[config.mk]
export PLATFORM = sky130hd
export DESIGN_NAME = pipelined_adder
export DESIGN_NICKNAME = d
export VERILOG_FILES = /design/src/rtl/pipelined_adder.sv
export SDC_FILE = /design/constraint.sdc
export NUM_CORES = 1
export LEC_CHECK = 0
export CAP_MARGIN = 20
export CELL_PAD_IN_SITES_DETAIL_PLACEMENT = 0
export CELL_PAD_IN_SITES_GLOBAL_PLACEMENT = 1
export CORE_ASPECT_RATIO = 0.5
export CORE_UTILIZATION = 45
export DETAILED_ROUTE_END_ITERATION = 10
export GPL_TIMING_DRIVEN = 0
export PLACE_DENSITY_LB_ADDON = 0.1
export SYNTH_ARGS = -nofsm -noshare
export SYNTH_HDL_FRONTEND = slang
export SYNTH_SLANG_ARGS = --single-unit
[constraint.sdc]
create_clock -name clock -period 5.17 [get_ports clock]
set_input_delay 0.517 -clock clock [delete_from_list [all_inputs] [get_ports clock]]
set_output_delay 0.517 -clock clock [all_outputs]
set_load 0.005 [all_outputs]
[src/rtl/pipelined_adder.sv]
// pipelined_adder: WIDTH-bit adder split into STAGES ripple slices of
// C = WIDTH/STAGES bits, with a register after every slice. It takes one
// operation per cycle through a valid/ready handshake with back-pressure.
// Optional feature macro: PIPELINED_ADDER_SUB_EN adds an in_sub input
// that turns an operation into A-B (invert B, force carry-in to 1).

module pipelined_adder #(
    parameter int WIDTH  = 32,
    parameter int STAGES = 4
) (
    input  logic             clock,
    input  logic             reset,
    input  logic             in_valid,
    output logic             in_ready,
    input  logic [WIDTH-1:0] in_a,
    input  logic [WIDTH-1:0] in_b,
    input  logic             in_cin,
`ifdef PIPELINED_ADDER_SUB_EN
    input  logic             in_sub,
`endif
    output logic             out_valid,
    input  logic             out_ready,
    output logic [WIDTH-1:0] out_sum,
    output logic             out_cout,
    output logic             out_ovf
);

    localparam int C = WIDTH / STAGES;

    // Per-stage slot registers. Each slot keeps the full-width operands and
    // partial sum. Sum bits above the chunks added so far are still zero,
    // and operand bits below them are no longer read.
    logic [STAGES-1:0] valid_q;
    logic [WIDTH-1:0]  sum_q   [STAGES];
    logic [WIDTH-1:0]  opA_q   [STAGES];
    logic [WIDTH-1:0]  opB_q   [STAGES];
    logic [STAGES-1:0] carry_q;
    logic [STAGES-1:0] msbCin_q;

    // Values presented to each stage: the block inputs for stage 0 and the
    // previous slot for every later stage.
    logic [STAGES-1:0] srcValid;
    logic [WIDTH-1:0]  srcA    [STAGES];
    logic [WIDTH-1:0]  srcB    [STAGES];
    logic [WIDTH-1:0]  srcSum  [STAGES];
    logic [STAGES-1:0] srcCarry;
    logic [STAGES-1:0] srcMsbCin;

    // Next-state values produced by each stage's ripple slice.
    logic [WIDTH-1:0]  sum_d   [STAGES];
    logic [STAGES-1:0] carry_d;
    logic [STAGES-1:0] msbCin_d;

    logic [STAGES-1:0] rdy;
    logic [WIDTH-1:0]  stage0B;
    logic              stage0Cin;

    // Stage-0 operand conditioning: subtraction feeds ~B with a forced
    // carry-in, so later stages never need to know the operation type.
    always_comb begin
        stage0B   = in_b;
        stage0Cin = in_cin;
`ifdef PIPELINED_ADDER_SUB_EN
        if (in_sub) begin
            stage0B   = ~in_b;
            stage0Cin = 1'b1;
        end
`endif
    end

    // Route each stage's source: the inputs for stage 0, the upstream slot otherwise.
    always_comb begin
        srcValid[0]  = in_valid;
        srcA[0]      = in_a;
        srcB[0]      = stage0B;
        srcSum[0]    = '0;
        srcCarry[0]  = stage0Cin;
        srcMsbCin[0] = 1'b0;
        for (int k = 1; k < STAGES; k++) begin
            srcValid[k]  = valid_q[k-1];
            srcA[k]      = opA_q[k-1];
            srcB[k]      = opB_q[k-1];
            srcSum[k]    = sum_q[k-1];
            srcCarry[k]  = carry_q[k-1];
            srcMsbCin[k] = msbCin_q[k-1];
        end
    end

    // Each stage ripples its C-bit chunk through full-adder cells and also
    // records the carry entering bit WIDTH-1 for the overflow flag.
    always_comb begin
        for (int k = 0; k < STAGES; k++) begin
            logic carry;
            carry       = srcCarry[k];
            sum_d[k]    = srcSum[k];
            msbCin_d[k] = srcMsbCin[k];
            for (int i = 0; i < C; i++) begin
                int idx;
                idx = k * C + i;
                if (idx == WIDTH - 1) begin
                    msbCin_d[k] = carry;
                end
                sum_d[k][idx] = srcA[k][idx] ^ srcB[k][idx] ^ carry;
                carry = (srcA[k][idx] & srcB[k][idx]) |
                        (carry & (srcA[k][idx] ^ srcB[k][idx]));
            end
            carry_d[k] = carry;
        end
    end

    // Ready chain from the output back to the input. A stage can load when
    // it is empty or when its contents move on this same cycle.
    always_comb begin
        logic r;
        r = out_ready;
        for (int k = STAGES - 1; k >= 0; k--) begin
            r      = !valid_q[k] || r;
            rdy[k] = r;
        end
    end

    assign in_ready = rdy[0];

    // Slot update: reset clears everything. A ready stage takes the upstream
    // valid bit, and takes the upstream data only when that bit is set.
    // Bubbles therefore leave the last result in place.
    always_ff @(posedge clock) begin
        if (reset) begin
            valid_q  <= '0;
            carry_q  <= '0;
            msbCin_q <= '0;
            for (int k = 0; k < STAGES; k++) begin
                sum_q[k] <= '0;
                opA_q[k] <= '0;
                opB_q[k] <= '0;
            end
        end else begin
            for (int k = 0; k < STAGES; k++) begin
                if (rdy[k]) begin
                    valid_q[k] <= srcValid[k];
                    if (srcValid[k]) begin
                        sum_q[k]    <= sum_d[k];
                        opA_q[k]    <= srcA[k];
                        opB_q[k]    <= srcB[k];
                        carry_q[k]  <= carry_d[k];
                        msbCin_q[k] <= msbCin_d[k];
                    end
                end
            end
        end
    end

    assign out_valid = valid_q[STAGES-1];
    assign out_sum   = sum_q[STAGES-1];
    assign out_cout  = carry_q[STAGES-1];
    assign out_ovf   = carry_q[STAGES-1] ^ msbCin_q[STAGES-1];

endmodule

Word-level counts from Yosys, hierarchy flattened
Memories as Yosys holds them, arrays and structs flattened.
Cells that the tools add are included.
{"block": "totals", "mem_count": 3, "regBits": 9, "output_inout_bits": 36, "ram_bits": 384}
{"name": "opA_q", "depth": 4, "width": 32, "rd": 3, "rd_ports_with_merged_regs": 0, "write_ports": 4, "line_no": "35", "rtl": "logic [WIDTH-1:0] opA_q [STAGES];"}
{"name": "opB_q", "depth": 4, "width": 32, "rd": 3, "rd_ports_with_merged_regs": 0, "write_ports": 4, "line_no": "36", "rtl": "logic [WIDTH-1:0] opB_q [STAGES];"}
{"name": "sum_q", "depth": 4, "width": 32, "rd": 4, "rd_ports_with_merged_regs": 0, "write_ports": 4, "line_no": "34", "rtl": "logic [WIDTH-1:0] sum_q [STAGES];"}
{"block": "classes", "n_reduce_logical": 12, "mux": 30, "bitwise": 173}
{"op": "$mux 32", "count": 12}
{"op": "$xor 1x1->1", "count": 65}
{"op": "$and 1x1->1", "count": 64}
{"op": "$or 1x1->1", "count": 44}
{"op": "$mux 1", "count": 18}
{"op": "$reduce_and 2->1", "count": 4}
{"op": "$logic_not 1->1", "count": 4}
{"op": "$logic_or 1x1->1", "count": 4}

Logic depth before layout (Yosys ltp)
Gate-level depths: netlist (run 1).
An unclocked memory read counts as a cell.
{"block": "logic_depth", "word_depth": 18, "depth_mapped": 13, "mapped_depth_nobuf": 13}

Worst setup path after synthesis (run 1)
No wires, ideal clock.
{"block": "synth_path", "path_kind": "register to register", "startpoint": "memory opB_q[1][16] (netlist: opB_q[0][48])", "endpoint": "memory sum_q[2][23] (data pin)", "synth_period_minus_slack_ns": 4.109, "setup_time_ns": 0.176, "stages_incl_launch_ff": 13, "t_arrival_ns": 3.933, "n_path_buf": 0, "setup_slack_ns": 1.061, "t_required_ns": 4.994, "cell_sequence": "edfxtp_1 -> inv_1 -> fa_1 -> inv_1 -> fa_1 -> fa_1 -> fa_1 -> fa_1 -> fa_1 -> fa_1 -> inv_1 -> fa_1 -> nor4_1"}
{"item": "from (decl)", "line_no": "36"}
{"item": "to (decl)", "line_no": "34"}

==> results of run 1 <==
synthesized netlist by cell type:
master    number  share of area (%)
a21oi_2        1               0.11
dfxtp_1        9                2.3
nor4_1         4               0.32
nand4b_1       1               0.11
a221oi_1       1               0.11
nor3b_2        1               0.16
nor2b_1        2               0.16
a21o_1         2               0.19
nand3b_1       2               0.19
a21oi_1        7               0.45
inv_1         34                1.6
fa_1          32                8.2
and2_2        37                3.5
and4b_1        1               0.13
and3b_2        1               0.13
clkbuf_2       5               0.32
a311oi_1       2               0.22
buf_6          3               0.43
nor2_1         3               0.14
nor3_4         1               0.21
and2_4        35                3.9
nand2_1        1              0.048
buf_8          3               0.57
a22o_1         2               0.22
and2_1        97                7.7
clkbuf_1       6               0.29
nor3_2         1               0.13
edfxtp_1     176                 67
nand2b_1       3               0.24
o21ai_0        1              0.064
xor2_1         1               0.11
buf_2          3               0.19
power groups by stage:
stage	Clock [W]	Combinational [W]	Sequential, W
floorplan	0	0.000115	0.00179
global placement	0	0.000238	0.00179
detailed placement	0	0.000250	0.00179
CTS	0.00129	0.000250	0.00176
global route	0.00134	0.000273	0.00177
finish	0.00126	0.000243	0.00176
per-layer routing:
metal  routed length [um]  global-route usage [%]  part of all wire [%]
met5                    0                       0                     0
met2                 5850                    24.8                    48
met1                 5880                    20.4                    48
met3                  503                    3.42                   4.1
met4                   80                    4.84                  0.65
worst max-delay path, delay by kind of cell, from the launching register on:
| family | cells | cell delay [ns] |
|---|---|---|
| DFF | 1 | 0.38 |
| buffers and inverters | 3 | 0.23 |
| adders and majority gates | 8 | 3.32 |
| and+or+nand+nor | 1 | 0.22 |
placed cells by master (no fill, tap or decap), types with 2 or more instances in the layout:
cell	count
and2_2	37
a311oi_1	2
clkdlybuf4s50_1	104
inv_6	2
dfxtp_1	9
nor2_1	3
clkinv_4	3
inv_1	34
buf_8	3
nand2b_1	2
fa_1	32
clkinv_1	2
edfxtp_1	176
clkbuf_16	17
clkbuf_2	5
buf_6	3
a21oi_1	7
and2_1	97
nand3b_1	2
buf_12	2
a21o_2	2
a22o_1	2
nor4_1	4
clkbuf_1	7
buf_2	3
inv_8	4
clkinvlp_4	2
and2_4	35
nor2b_1	2
layout make-up:
type,instances,share of cell area (%)
Multi-Input combinational cell,239,21.5
Buffer,20,1.44
Clock inverter,14,1.44
Inverter,34,1.30
Tap cell,227,2.90
Timing Repair Buffer,107,11.3
Clock buffer,18,4.38
Sequential cell,185,55.7
worst max-delay path by stage:
stage                 startpoint            to  slack (ns)  cells after the start
floorplan           opB_q[0][48]  sum_q[2][23]        1.06                     12
global placement    opB_q[0][48]  sum_q[2][23]        0.78                     12
detailed placement  opB_q[0][48]  sum_q[2][23]        0.77                     12
CTS                 opB_q[0][48]  sum_q[2][23]        0.75                     12
global route        opB_q[0][48]  sum_q[2][23]        0.59                     12
finish              opB_q[0][48]  sum_q[2][23]        0.83                     12
sequential cells by signal, summed over array words and instances (netlist names):
name and count:
valid_q 4, opA_q 48, sum_q 80, opB_q 48, carry_q 4, msbCin_q 1
metrics by stage:
| step | setup WS (ns) | power, W | hold slack [ns] |
|---|---|---|---|
| after global routing | 0.588 | 0.00338 | 0.528 |
| after detailed placement | 0.775 | 0.00204 | 0.494 |
| after floorplan | 1.06 | 0.00190 | 0.470 |
| after CTS | 0.754 | 0.00330 | 0.510 |
| after global placement | 0.777 | 0.00203 | 0.491 |
| final | 0.834 | 0.00326 | 0.509 |
cell families (layout without fill, tap and decap cells):
group	count (synthesis)	count (layout)	share of synthesized area, %
fa+ha+maj	32	32	8.17
simple gates	190	190	17.2
buf+inv	54	193	3.43
compound gates	16	16	1.37
xor+xnor	1	1	0.112
flops	185	185	69.7
==> flow_summary.yaml, run 1 <==
run_status:
  run_status: "finished clean"
logic_synthesis:
  netlist-cell-type-count: 32
  netlist_instances: 478
  syn-cell-area_um2: 7840
  yosysWarnings: 0
  avgSynthCellArea_um2: 16.4
  seq_area_frac_synth_pct: 69.7
  synth_fp_nets: 579
  ys_ff_latch: 185
cells_and_area:
  fin_area_um2: 9800
  fin_cells: 844
  fillers: 1326
  sequential_cell_area_um2: 5470
  final_util_pct: 58.8
  num_antenna_cells: 0
  drive_above_1_share_pct: 20.4
  multi_input_area_um2: 2110
  nets: 705
  area_delta_synth_final_pct: 25.1
power_and_ir_drop:
  p_sw_share_pct: 22.0
  clkPwrFrac_pct: 38.7
  p_leak_nw: 3.80
  powerDensity_nw_per_um2: 333
  vdd_drop_max_mv: 0.235
  p_sw_w: 0.000718
  seqPwrFrac_pct: 53.9
  p_int_w: 0.00255
  p_comb_share_pct: 7.5
clock_network:
  clk_latency_ns: 0.42
  cts_buffers: 17
  clkSlewWorstSetupHoldPaths_ns: 0.07
  clk_path_buf_depth: 2
  postCtsSetupRepairBufs: 0
  cts.sinks: 185
  post_cts_resized: 0
  hold_buffers: 0
  clockRootBuffer: "clkbuf_16"
  cts_tree: "done"
  htreeDepth: 4
floorplan:
  die_y_um: 95.3
  initial_utilization_pct: 47.0
  die_x_um: 189
  die_area_um2: 18000
  num_io_pins: 105
  core_um2: 16700
  rows: 33
global_route:
  grt_pass1_wl_um: 20000
  grtUsageTotal_pct: 15.1
  grt_max_degree: 41
  grt_pass1_vias: 3962
  overflow: 0
  antenna_found_initial: 0
drt:
  route.vias.total: 3804
  final_antenna_net_count: 0
  dr.pass1.iters: 4
  drc: 0
  wl_per_cell_um: 14.6
  drt_iter0_markers: 193
  routed_wl_um: 12300
  viasPerCell: 4.51
hold_path:
  whs_path_depth: 1
  hold_class: "reg2reg"
  hold_end: "msbCin_q[3]"
  hold_start: "msbCin_q[3]"
sta:
  worstMarginPinSlew_ns: 0.944
  period_needed_ns: 4.34
  hold_violations: 0
  relSlewSlack_pct: 37.1
  fin_skew_ns: 0.0107
  setup_violations: 0
  finalSetupTns_ns: 0
  rsz0062_at_grt: "no"
  fmax_mhz: 231
  post-route-period-util_pct: 83.9
  final-max-slew-violation-count: 0
setup_path:
  cp_slowest_cell: "fa_1"
  r2r_slack_ns: 0.83
  path_common_cell: "fa_1"
  arrival_ns: 4.57
  path_class: "reg2reg"
  r2r-end: "sum_q[2][23]"
  crit_required_ns: 5.41
  critical_path.cell_chain: "inv_1 > fa_1 > inv_1 > fa_1 > fa_1 > fa_1 > fa_1 > fa_1 > fa_1 > inv_1 > fa_1 > nor4_1"
  crit_fanout: 1
  start_kind: "flip-flop"
  rr_startpoint: "opB_q[0][48]"
  critPathMaxStageDelay_ns: 0.47
  critPathCaptureType: "flip-flop"
  ff2ff_path_depth: 12
placed_design:
  place_area_um2: 9230
  globalplace.congestion: 0.711
  hpwl_um: 8700
  dp.cells: 812
  portBuffers: 104
run:
  max-cap-violations: 0
Power figures use the tool's default switching activity.
==> run 2: changes to the inputs <==
==> constraint.sdc (replaced) <==
create_clock -name clock -period 4.4 [get_ports clock]
set_input_delay 0.44 -clock clock [delete_from_list [all_inputs] [get_ports clock]]
set_output_delay 0.44 -clock clock [all_outputs]
set_load 0.005 [all_outputs]
==> run 2 against run 1 <==
Against the previous run:
- core utilization up 0.11 points
- final cell count up 0.12%
- critical path depth unchanged
- global-route usage about the same
- non-clock buffer count unchanged
- sequential share of layout area down 0.11 points
- critical path type unchanged
- worst hold slack better by 0.00059 ns
- worst setup slack worse by 0.64 ns
- first-iteration DRC count down 14%
- sequential power up 18%
- clock power up 17%
- via count up 0.39%
==> flow_summary.yaml, run 2 (synthesis results as in run 1) <==
drt:
  routed_wl_um: 12300
  drt_iter0_markers: 166
  dr.pass1.iters: 4
  drc: 0
  wl_per_cell_um: 14.6
  route.vias.total: 3819
  final_antenna_net_count: 0
  viasPerCell: 4.52
sta:
  fin_skew_ns: 0.00891
  post-route-period-util_pct: 95.5
  period_needed_ns: 4.20
  rsz0062_at_grt: "no"
  final-max-slew-violation-count: 0
  relSlewSlack_pct: 36.9
  worst_slack_ns: 0.197
  hold_violations: 0
  setup_violations: 0
  fmax_mhz: 238
  worstMarginPinSlew_ns: 0.947
  finalSetupTns_ns: 0
floorplan:
  die_y_um: 95.3
  num_io_pins: 105
  die_area_um2: 18000
  rows: 33
  die_x_um: 189
  core_um2: 16700
  initial_utilization_pct: 47.0
setup_path:
  crit_fanout: 1
  arrival_ns: 4.44
  crit_path_end: "sum_q[1][15]"
  cp-startpoint: "opB_q[0][8]"
  r2r_slack_ns: 0.20
  crit_required_ns: 4.63
  rr_startpoint: "opB_q[0][8]"
  critPathCaptureType: "flip-flop"
  ff2ff_path_depth: 12
  start_kind: "flip-flop"
  path_class: "reg2reg"
  r2r-end: "sum_q[1][15]"
clock_network:
  cts_buffers: 17
  cts.sinks: 185
  clockRootBuffer: "clkbuf_16"
  clk_latency_ns: 0.42
  postCtsSetupRepairBufs: 0
  clkSlewWorstSetupHoldPaths_ns: 0.07
  clk_path_buf_depth: 2
  hold_buffers: 0
  htreeDepth: 4
  cts_tree: "done"
power_and_ir_drop:
  p_int_w: 0.00299
  p_leak_nw: 3.79
  seqPwrFrac_pct: 53.9
  clkPwrFrac_pct: 38.6
  p_comb_share_pct: 7.5
  powerDensity_nw_per_um2: 390
  p_sw_w: 0.000841
  p_sw_share_pct: 21.9
  vdd_drop_max_mv: 0.276
  total_power_w: 0.00383
global_route:
  grt_pass1_wl_um: 20000
  antenna_found_initial: 0
  grt_pass1_vias: 3962
  overflow: 0
  grt_max_degree: 41
  grtUsageTotal_pct: 15.1
cells_and_area:
  final_common_cell: "edfxtp_1"
  final_cell_mix: "edfxtp_1 (176), clkdlybuf4s50_1 (104), and2_1 (97), and2_2 (37), and2_4 (35)"
  largest_register: "sum_q"
  largest_reg_flops: 80
  area_delta_synth_final_pct: 25.4
  drive_above_1_share_pct: 21.2
  nets: 705
  reg_top3: "sum_q (80), opA_q (48), opB_q (48)"
  final_util_pct: 58.9
run_status:
  run_status: "finished clean"
run:
  max-cap-violations: 0
hold_path:
  hold_class: "reg2reg"
placed_design:
  portBuffers: 104
  pre_cts_slack_ns: 0.00463
  globalplace.congestion: 0.711
  hpwl_um: 8700
run 2: worst min-delay path by stage:
stage / from / end / depth (start not counted)
after floorplan: msbCin_q[3] / msbCin_q[3] / 1
after global routing: sum_q[2][15] / sum_q[3][15] / 1
after CTS: msbCin_q[3] / msbCin_q[3] / 1
after global placement: msbCin_q[3] / msbCin_q[3] / 1
after detailed placement: msbCin_q[3] / msbCin_q[3] / 1
final: msbCin_q[3] / msbCin_q[3] / 1
run 2: cell type report:
| type | instances | area [um2] |
|---|---|---|
| Fill cell | 1320 | 6860 |
| Sequential cell | 185 | 5470 |
| Multi-Input combinational cell | 239 | 2120 |
| Timing Repair Buffer | 107 | 1110 |
| Clock buffer | 18 | 429 |
| Tap cell | 227 | 284 |
| Clock inverter | 14 | 141 |
| Buffer | 20 | 141 |
| Inverter | 34 | 128 |
| Antenna cell | 1 | 2.50 |
run 2: critical path, stage by stage (launching register included):
cell      delay, ns
edfxtp_1       0.39
fa_1           0.44
fa_1           0.46
fa_1           0.47
fa_2           0.41
fa_1           0.42
inv_1          0.09
fa_1           0.17
inv_1          0.06
fa_1           0.41
inv_1          0.09
fa_1           0.43
nor4_1         0.19
run 2: timing repair:
| item | CTS | global route |
|---|---|---|
| setup endpoints to repair | 1 | 2 |
| endpoints found under the hold margin | 0 | 0 |
| pin swaps | 0 | 1 |
| cloned | 0 | 0 |
| gates resized for setup | 1 | 4 |
run 2: through the flow:
stage	hold slack [ns]	instances	cell area (um2)
global route	0.528	844	9820
detailed placement	0.494	812	9230
floorplan	0.470	478	7840
global placement	0.491	809	9160
CTS	0.510	844	9810
finish	0.510	845	9820
run 2: power by group through the flow:
stage                     logic, W  clock network, W  registers (W)
after floorplan           0.000135                 0        0.00210
after global placement    0.000279                 0        0.00211
after detailed placement  0.000294                 0        0.00211
after CTS                 0.000294           0.00151        0.00207
after global routing      0.000322           0.00157        0.00208
final                     0.000287           0.00148        0.00207
run 2: metal layers:
layer / share of wire [%] / wire (um) / global-route usage [%] / vias to the layer above
li1: - / - / - / 1883
met1: 47 / 5770 / 20.4 / 1834
met2: 48 / 5870 / 24.8 / 92
met3: 4.8 / 592 / 3.42 / 10
met4: 0.65 / 80 / 4.84 / 0
met5: 0 / 0 / 0 / -
==> run 3: changes to the inputs <==
--- a/config.mk
+++ b/config.mk
@@ -9,7 +9,7 @@
 export CELL_PAD_IN_SITES_DETAIL_PLACEMENT = 0
 export CELL_PAD_IN_SITES_GLOBAL_PLACEMENT = 1
 export CORE_ASPECT_RATIO = 0.5
-export CORE_UTILIZATION = 45
+export CORE_UTILIZATION = 42
 export DETAILED_ROUTE_END_ITERATION = 10
 export GPL_TIMING_DRIVEN = 0
 export PLACE_DENSITY_LB_ADDON = 0.1
==> constraint.sdc (replaced) <==
create_clock -name clock -period 3.4 [get_ports clock]
set_input_delay 0.34 -clock clock [delete_from_list [all_inputs] [get_ports clock]]
set_output_delay 0.34 -clock clock [all_outputs]
set_load 0.005 [all_outputs]
==> run 3 against run 2 <==
Against the previous run:
- the run now ends with setup timing left
- combinational power is 33% higher
- first-iteration DRC count fell by 7.2%
- cell area rose by 1.1%
- critical path depth is the same
- worst hold slack worse by 0.0026 ns
- core utilization shrank 3.2 points
- highest routed layer unchanged
==> flow_summary.yaml, run 3 (synthesis results as in run 1) <==
run_status:
  run_status: "finished, violations left"
  violations: "setup timing"
floorplan:
  num_io_pins: 105
  die_y_um: 98.6
  initial_utilization_pct: 44.0
  die_area_um2: 19200
  die_x_um: 195
  core_um2: 17800
  rows: 34
cells_and_area:
  fillers: 1441
  final_util_pct: 55.7
  reg_top3: "sum_q (80), opA_q (48), opB_q (48)"
  area_delta_synth_final_pct: 26.7
  final_common_cell: "edfxtp_1"
  final_cell_mix: "edfxtp_1 (176), clkdlybuf4s50_1 (101), and2_1 (96), and2_2 (37), and2_4 (36)"
  largest_reg_flops: 80
  multi_input_area_um2: 2190
  largest_register: "sum_q"
  nets: 706
  drive_above_1_share_pct: 28.2
  sequential_cell_area_um2: 5470
drt:
  final_antenna_net_count: 0
  drc: 0
  wl_per_cell_um: 14.7
  dr.pass1.iters: 4
  viasPerCell: 4.44
  routed_wl_um: 12500
  drt_iter0_markers: 154
  route.vias.total: 3784
power_and_ir_drop:
  p_sw_share_pct: 20.8
  seqPwrFrac_pct: 53.6
  powerDensity_nw_per_um2: 503
  p_comb_share_pct: 7.7
  vdd_drop_max_mv: 0.365
  p_sw_w: 0.00104
  clkPwrFrac_pct: 38.7
  p_int_w: 0.00395
  p_leak_nw: 3.77
clock_network:
  clkSlewWorstSetupHoldPaths_ns: 0.07
  clk_latency_ns: 0.43
  hold_buffers: 0
  postCtsSetupRepairBufs: 0
  cts_tree: "done"
  cts_buffers: 17
  htreeDepth: 4
  cts.sinks: 185
  clockRootBuffer: "clkbuf_16"
  clk_path_buf_depth: 2
global_route:
  grt_pass1_vias: 3782
  grt_pass1_wl_um: 20000
  grtUsageTotal_pct: 14.2
  overflow: 0
  grt_max_degree: 39
  antenna_found_initial: 0
setup_path:
  cpLargestDelayFamily: "adder cells"
  crit_fanout: 1
  critical_path.cell_chain: "fa_2 > fa_2 > fa_2 > fa_2 > fa_2 > inv_2 > fa_2 > inv_2 > fa_2 > inv_2 > fa_2 > nor4_2"
  start_kind: "flip-flop"
  crit_required_ns: 3.65
  path_class: "reg2reg"
  arrival_ns: 3.81
  crit_buf_inv: 3
  critPathMaxStageDelay_ns: 0.45
  critPathCaptureType: "flip-flop"
  path_common_cell: "fa_2"
  cp_slowest_cell: "fa_2"
sta:
  relSlewSlack_pct: 53.8
  post-route-period-util_pct: 105
  worst_slack_ns: -0.158
  period_needed_ns: 3.56
  setup_violations: 3
  fmax_mhz: 281
  timing.hold.ws_ns: 0.507
  rsz0062_at_grt: "yes"
  hold_violations: 0
  fin_skew_ns: 0.0130
  worstMarginPinSlew_ns: 0.692
  final-max-slew-violation-count: 0
placed_design:
  hpwl_um: 8950
  portBuffers: 104
  globalplace.congestion: 0.741
run:
  max-cap-violations: 0
hold_path:
  hold_class: "reg2reg"
run 3: cell types whose count changed in the layout (fill, tap and decap cells not counted), moves of 2 or more:
cell	previous run	this run
inv_8	4	0
clkinv_2	0	3
clkbuf_1	7	9
clkdlybuf4s50_1	104	101
fa_1	28	3
inv_2	0	15
inv_1	34	19
fa_2	4	29
clkinv_1	2	0
clkdlybuf4s15_1	0	2
run 3: power by group through the flow:
stage	Clock (W)	Sequential, W	Combinational (W)
CTS	0.00198	0.00268	0.000391
detailed placement	0	0.00273	0.000387
global placement	0	0.00273	0.000366
finish	0.00193	0.00268	0.000383
floorplan	0	0.00272	0.000179
global route	0.00207	0.00269	0.000430
run 3: worst paths after layout:
path                      from           end  slack (ns)  depth (start not counted)
setup reg to reg   opA_q[0][8]  sum_q[1][15]       -0.16                         12
hold reg to reg   sum_q[1][11]  sum_q[2][11]        0.51                          1
hold / removal    sum_q[1][11]  sum_q[2][11]        0.51                          1
setup / recovery   opA_q[0][8]  sum_q[1][15]       -0.16                         12
run 3: metrics by stage:
step | cells | area (um2) | setup WS [ns] | setup TNS (ns) | total power (W)
4_1_cts | 852 | 9910 | -0.219 | -0.524 | 0.00505
3_5_place_dp | 820 | 9320 | -0.536 | -1.76 | 0.00312
6_report | 853 | 9930 | -0.158 | -0.385 | 0.00499
5_1_grt | 852 | 9920 | -0.270 | -0.797 | 0.00519
3_3_place_gp | 816 | 9230 | -0.479 | -23.05 | 0.00310
2_1_floorplan | 478 | 7900 | -0.0395 | -0.0767 | 0.00290
run 3: layout make-up:
cell class              count  share of cell area (%)
plain buffers              20                    1.42
clock buffers              21                    4.54
inverters                  34                    1.29
repair buffers            108                    11.4
diodes                      1                  0.0252
clock inverters            11                    1.26
multi-input cells         239                    22.1
flip-flops and latches    185                    55.1
well taps                 234                    2.95
run 3: per-layer routing:
layer | vias to the layer above | GRT usage, % | wire, um
met5 | - | 0 | 0
met4 | 0 | 5.09 | 135
met3 | 13 | 3.94 | 485
met2 | 69 | 22.6 | 5920
met1 | 1827 | 18.9 | 5970
li1 | 1875 | - | -
run 3: repair_timing:
action,CTS,global route
gates resized for setup,14,5
setup endpoints to repair,5,5
pin swaps,10,3
